### src/rtl/osc_square_cfg_calc.sv
// osc_square_cfg_calc
// Configuration front-end for the square-wave oscillator. Converts a requested
// frequency (Hz) and a fractional duty into the cr_clock_enable / cr_duty_cycle
// values the oscillator consumes:
//   Q = PRIME_FREQUENCY_P / frequency   (restoring divider, one bit per cycle)
//   Q clamped to [1, 2^N_BITS_P-1]
//   D = (Q * duty) >> DUTY_WIDTH_P      (shift-add multiplier, truncating)
// Both values are committed on the same edge together with a cr_update pulse.
// A request with frequency 0 is rejected with a one-cycle cfg_error pulse.
//
// Build option: define OSC_SQUARE_CFG_CALC_ROUND_EN to round the division to
// nearest (dividend PRIME_FREQUENCY_P + frequency/2, one extra divide cycle).
// Undefined (default) the division truncates.
module osc_square_cfg_calc #(
  parameter int PRIME_FREQUENCY_P = 1_000_000,
  parameter int N_BITS_P          = 20,
  parameter int FREQ_WIDTH_P      = 24,
  parameter int DUTY_WIDTH_P      = 8
) (
  input  logic                    clk,
  input  logic                    rst,
  input  logic                    cfg_valid,
  output logic                    cfg_ready,
  input  logic [FREQ_WIDTH_P-1:0] cfg_frequency,
  input  logic [DUTY_WIDTH_P-1:0] cfg_duty,
  output logic [N_BITS_P-1:0]     cr_clock_enable,
  output logic [N_BITS_P-1:0]     cr_duty_cycle,
  output logic                    cr_update,
  output logic                    cfg_error
);

  localparam int QW = $clog2(PRIME_FREQUENCY_P + 1);
`ifdef OSC_SQUARE_CFG_CALC_ROUND_EN
  localparam int DIV_STEPS = QW + 1;
`else
  localparam int DIV_STEPS = QW;
`endif
  // Dividend is wide enough for PRIME + frequency/2 in the rounding build.
  localparam int DVW  = ((QW > FREQ_WIDTH_P) ? QW : FREQ_WIDTH_P) + 1;
  localparam int RW   = FREQ_WIDTH_P + 1;
  localparam int PW   = N_BITS_P + DUTY_WIDTH_P;
  localparam int QXW  = (DIV_STEPS > N_BITS_P) ? DIV_STEPS : N_BITS_P;
  localparam int CMAX = (DIV_STEPS > DUTY_WIDTH_P) ? DIV_STEPS : DUTY_WIDTH_P;
  localparam int CW   = $clog2(CMAX + 1);

  localparam logic [QXW-1:0] QMAX = QXW'({N_BITS_P{1'b1}});

  typedef enum logic [2:0] {
    S_IDLE,
    S_DIVIDE,
    S_CLAMP,
    S_MULTIPLY,
    S_COMMIT,
    S_ERROR
  } state_t;

  state_t                  state;
  logic [FREQ_WIDTH_P-1:0] freq_q;
  logic [DUTY_WIDTH_P-1:0] duty_q;
  logic [RW-1:0]           rem;
  logic [DIV_STEPS-1:0]    quo;
  logic [CW-1:0]           cnt;
  logic [N_BITS_P-1:0]     q_clamp;
  logic [PW-1:0]           acc;
  logic [PW-1:0]           mcand;
  logic [DUTY_WIDTH_P-1:0] mplier;

  logic [DVW-1:0]          dividend;
  logic [RW-1:0]           trial;
  logic [RW-1:0]           diff;
  logic                    ge;
  logic [QXW-1:0]          qx;
  logic [N_BITS_P-1:0]     clamp_val;

  // Dividend for the incoming request; rounding adds half the divisor.
  always_comb begin
    dividend = DVW'(PRIME_FREQUENCY_P);
`ifdef OSC_SQUARE_CFG_CALC_ROUND_EN
    dividend = dividend + DVW'(cfg_frequency >> 1);
`endif
  end

  // One restoring-division step: shift the next dividend bit into the
  // remainder and subtract the divisor when it fits.
  always_comb begin
    trial = RW'({rem, quo[DIV_STEPS-1]});
    ge    = (trial >= {1'b0, freq_q});
    diff  = trial - {1'b0, freq_q};
  end

  // Quotient saturation into the oscillator's register range, never zero.
  always_comb begin
    qx = QXW'(quo);
    if (qx == '0)
      clamp_val = N_BITS_P'(1);
    else if (qx > QMAX)
      clamp_val = '1;
    else
      clamp_val = N_BITS_P'(qx);
  end

  // Control FSM with datapath registers and registered outputs.
  always_ff @(posedge clk) begin
    if (rst) begin
      state           <= S_IDLE;
      cfg_ready       <= 1'b1;
      cfg_error       <= 1'b0;
      cr_update       <= 1'b0;
      cr_clock_enable <= N_BITS_P'(1);
      cr_duty_cycle   <= '0;
      freq_q          <= '0;
      duty_q          <= '0;
      rem             <= '0;
      quo             <= '0;
      cnt             <= '0;
      q_clamp         <= '0;
      acc             <= '0;
      mcand           <= '0;
      mplier          <= '0;
    end else begin
      cr_update <= 1'b0;
      cfg_error <= 1'b0;
      case (state)
        S_IDLE: begin
          if (!cfg_ready) begin
            // One idle cycle after a commit before the next request.
            cfg_ready <= 1'b1;
          end else if (cfg_valid) begin
            cfg_ready <= 1'b0;
            freq_q    <= cfg_frequency;
            duty_q    <= cfg_duty;
            if (cfg_frequency == '0) begin
              cfg_error <= 1'b1;
              state     <= S_ERROR;
            end else begin
              // Upper dividend bits are always below the divisor, so they
              // preload the remainder; the low bits are shifted in per step.
              rem   <= RW'(dividend >> DIV_STEPS);
              quo   <= DIV_STEPS'(dividend);
              cnt   <= '0;
              state <= S_DIVIDE;
            end
          end
        end
        S_DIVIDE: begin
          rem <= ge ? diff : trial;
          quo <= {quo[DIV_STEPS-2:0], ge};
          cnt <= cnt + CW'(1);
          if (cnt == CW'(DIV_STEPS - 1))
            state <= S_CLAMP;
        end
        S_CLAMP: begin
          q_clamp <= clamp_val;
          mcand   <= PW'(clamp_val);
          mplier  <= duty_q;
          acc     <= '0;
          cnt     <= '0;
          state   <= S_MULTIPLY;
        end
        S_MULTIPLY: begin
          acc    <= acc + (mplier[0] ? mcand : '0);
          mcand  <= mcand << 1;
          mplier <= mplier >> 1;
          cnt    <= cnt + CW'(1);
          if (cnt == CW'(DUTY_WIDTH_P - 1))
            state <= S_COMMIT;
        end
        S_COMMIT: begin
          cr_clock_enable <= q_clamp;
          cr_duty_cycle   <= N_BITS_P'(acc >> DUTY_WIDTH_P);
          cr_update       <= 1'b1;
          state           <= S_IDLE;
        end
        S_ERROR: begin
          cfg_ready <= 1'b1;
          state     <= S_IDLE;
        end
        default: begin
          cfg_ready <= 1'b1;
          state     <= S_IDLE;
        end
      endcase
    end
  end

endmodule

### config.mk
export PLATFORM = sky130hd
export DESIGN_NAME = osc_square_cfg_calc
export DESIGN_NICKNAME = d
export VERILOG_FILES = /design/src/rtl/osc_square_cfg_calc.sv
export SDC_FILE = /design/constraint.sdc
export NUM_CORES = 1
export LEC_CHECK = 0
export ABC_AREA = 1
export CAP_MARGIN = 15
export CORE_AREA = 2 2 201 203
export CTS_BUF_LIST = sky130_fd_sc_hd__clkbuf_8
export DETAILED_ROUTE_END_ITERATION = 8
export DIE_AREA = 0 0 203 205
export HOLD_SLACK_MARGIN = 0.05
export PLACE_DENSITY_LB_ADDON = 0.25
export SYNTH_ARGS = -nofsm -noshare
export SYNTH_HDL_FRONTEND = slang
export SYNTH_SLANG_ARGS = --single-unit
### constraint.sdc
create_clock -name clk -period 6.5 [get_ports clk]
set_input_delay 0.975 -clock clk [delete_from_list [all_inputs] [get_ports clk]]
set_output_delay 0.975 -clock clk [all_outputs]
set_load 0.1 [all_outputs]
==> results.py <==
metrics = {
    "run_status": {
        "status": "finished, final reports clean",
    },
    "synthesis": {
        "synth-edff-count": 0,
        "synth_cell_types": 44,
        "ys_ff_latch": 211,
        "syn_nets": 1894,
        "ys.flop_type": "dfxtp_1",
        "yosys_warnings": 0,
        "synth-compound-area-share_pct": 15.6,
        "synthAdderAreaFrac_pct": 5.87,
        "synth_area_leaders": "dfxtp_1 (36%), nand2_1 (16%), a21oi_1 (7.5%)",
        "netlist_instances": 1805,
        "muxShareOfSynthArea_pct": 0,
        "async_reset_ff_share_pct": 0,
        "synth-simple-area-share_pct": 31.4,
        "yosys.area.top_type": "dfxtp_1",
        "synth_top_family_by_area": "simple AND/OR/NAND/NOR gates",
        "synth_xor_area_share_pct": 0.819,
        "postSynthAreaPerCell_um2": 6.52,
        "synth_most_common_cell": "nand2_1",
        "synth-seq-area-share_pct": 35.9,
        "synth_common_cells": "nand2_1 (488), inv_1 (235), dfxtp_1 (211)",
        "syn-cell-area_um2": 11800,
        "yosysTopAreaCellShare_pct": 35.9,
    },
    "setup_path": {
        "r2r_start": "freq_q[19]$_SDFFE_PP0P_",
        "cp.arrival_ns": 3.97,
        "required_ns": 7.00,
        "reg2reg_to": "rem[23]$_SDFFE_PP0P_",
        "cp_max_fo": 25,
        "worstSetupEndpointType": "flip-flop",
        "reg2regPathDepth": 12,
        "ff2ff_setup_slack_ns": 3.03,
        "cp-start-kind": "flip-flop",
        "criticalPathCategory": "reg2reg",
    },
    "clock_tree": {
        "cts_buffers": 40,
        "cts.htree.levels": 2,
        "cts_tree": "built",
        "cts.path.max_buffers": 3,
        "clk_latency_ns": 0.61,
        "postCtsHoldBufs": 0,
        "cts_resized": 0,
        "post-cts-setup-buffers": 0,
        "root_buffer": "clkbuf_8",
        "clk_pin_slew_ns": 0.06,
        "clock_sink_count": 211,
    },
    "floorplan": {
        "pin_count": 78,
        "start_util_pct": 29.9,
        "rows": 73,
        "die_height_um": 205,
        "die_w_um": 203,
        "core_area_um2": 39400,
        "dieArea_um2": 41600,
    },
    "timing": {
        "fmax_ghz": 0.288,
        "grt_setup_unrepaired": "false",
        "slew-limit-headroom_pct": 30.2,
        "fin_skew_ns": 0.0344,
        "holdWs_ns": 0.449,
        "period_minus_slack_ns": 3.47,
        "tightest_slew_ns": 1.04,
        "tns_ns": 0,
        "setup_violations": 0,
        "slew_viol_final": 0,
        "hold_violations": 0,
        "post-route-period-util_pct": 53.4,
    },
    "route": {
        "drc": 0,
        "firstDrtPassIters": 5,
        "routed_wl_mm": 35.0,
        "vias_per_cell": 4.73,
        "wl_per_cell_um": 14.5,
        "drt_iter0_markers": 724,
        "vias": 11400,
        "ant_nets": 0,
    },
    "global_route": {
        "grt_max_degree": 72,
        "grt_pass1_vias": 11200,
        "track_usage_pct": 17.1,
        "antenna_found_initial": 0,
        "grt-ovfl-total": 0,
        "grt_pass1_wl_mm": 57.3,
    },
    "power_and_ir_drop": {
        "peakVddDrop_v": 0.000397,
        "power_density_nw_per_um2": 402,
        "leakage_nw": 6.13,
    },
    "worst_hold_path": {
        "hp-class": "reg2reg",
        "worstHoldPathCells": 2,
        "worst_hold_startpoint": "duty_q[2]$_SDFFE_PP0P_",
        "min_to": "duty_q[2]$_SDFFE_PP0P_",
    },
    "place": {
        "gp_congestion": 0.915,
        "placed_cells": 2345,
        "dp_hpwl_mm": 25.3,
        "port_buffers": 77,
    },
    "layout": {
        "antennaDiodeCount": 0,
        "layoutNonFillerInstCount": 2416,
        "syn_to_final_growth_pct": 17.2,
        "fill_cells": 4282,
        "num-nets-final": 1951,
        "drive_above_1_share_pct": 6.08,
    },
    "job": {
        "cap_violations": 0,
    },
}
## kinds of logic (layout without fill, tap and decap cells)
group | Yosys count | after routing
and+or+nand+nor | 874 | 874
adders and majority gates | 54 | 54
buffers and inverters | 313 | 399
DFF | 211 | 211
AOI/OAI and AO/OA | 342 | 342
xor gates and xnor gates | 11 | 11
## through the flow
stage                     util [%]  setup WS [ns]  total power [mW]  area (um^2)
after global routing          35.0           2.64              6.06        13800
after CTS                     35.0           3.01              5.60        13800
after global placement        32.9           2.74              4.18        12900
after detailed placement      32.9           2.72              4.19        12900
after floorplan                  -           4.14              3.58        11800
final                         35.0           3.03              5.55        13800
## registers in the layout (all words and copies together) (netlist names), 3 cells and up
register,flops
cnt,5
cr_clock_enable,20
q_clamp,20
acc,28
duty_q,8
rem,24
cr_duty_cycle,20
mcand,28
quo,20
state,3
freq_q,24
mplier,8
## worst max path at each step
stage / start / slack, ns / to / cells past startpoint
after floorplan: mplier[0]$_SDFFE_PP0P_ / 4.14 / acc[8]$_SDFFE_PP0P_ / 15
after global placement: cfg_frequency[3] / 2.74 / quo[14]$_SDFFE_PP0P_ / 9
after detailed placement: cfg_frequency[3] / 2.72 / quo[14]$_SDFFE_PP0P_ / 9
after CTS: freq_q[19]$_SDFFE_PP0P_ / 3.01 / rem[23]$_SDFFE_PP0P_ / 12
after global routing: freq_q[19]$_SDFFE_PP0P_ / 2.64 / rem[23]$_SDFFE_PP0P_ / 12
final: freq_q[19]$_SDFFE_PP0P_ / 3.03 / rem[23]$_SDFFE_PP0P_ / 12
## layer usage
| layer | track usage, % | up-vias | part of all wire [%] |
|---|---|---|---|
| met1 | 22.1 | 5263 | 48 |
| met3 | 3.48 | 42 | 4.0 |
| met5 | 0 | - | 0 |
| li1 | - | 5958 | - |
| met2 | 28.8 | 170 | 47 |
| met4 | 4.77 | 0 | 1.8 |
## critical path: stages (launching register included)
cell	delay [ns]
dfxtp_1	0.30
inv_1	0.06
ha_1	0.38
nand2_1	0.13
nor2_1	0.24
nand2_1	0.08
nor3_1	0.13
nand3_1	0.74
nand3_2	0.79
nand2_1	0.25
nand2_1	0.12
nand2_1	0.05
a21oi_1	0.11
## cell type report
type	count	area, um^2	share of cell area [%]
clock buffers	48	661	4.79
flip-flops and latches	211	4220	30.7
multi-input cells	1281	6320	45.8
repair buffers	88	851	6.17
clock inverters	23	169	1.23
well taps	525	657	4.77
inverters	240	901	6.54
## cell usage in the layout (no fill, tap or decap), types with 6 or more instances in the layout
cell / instances
clkbuf_8: 48
o221ai_1: 6
nand4_1: 42
o21ai_0: 123
dfxtp_1: 211
xnor2_1: 6
and2_1: 7
nand3_1: 112
buf_4: 12
nand2_1: 488
nor4_1: 7
or2_2: 8
nor2_1: 168
a31oi_1: 8
inv_2: 6
nand2_2: 11
nand3b_1: 8
a21oi_2: 11
ha_1: 52
clkdlybuf4s50_1: 76
inv_1: 245
a21oi_1: 177
nor3_1: 13
## where the power goes
group          leakage, nW  switching [mW]  total, mW  internal, mW
sequential            1.71           0.100       1.54          1.44
clock                0.463           0.612       1.37         0.755
combinational         3.96            1.79       2.64         0.856
Note: power is estimated with default switching activity, not from simulation.
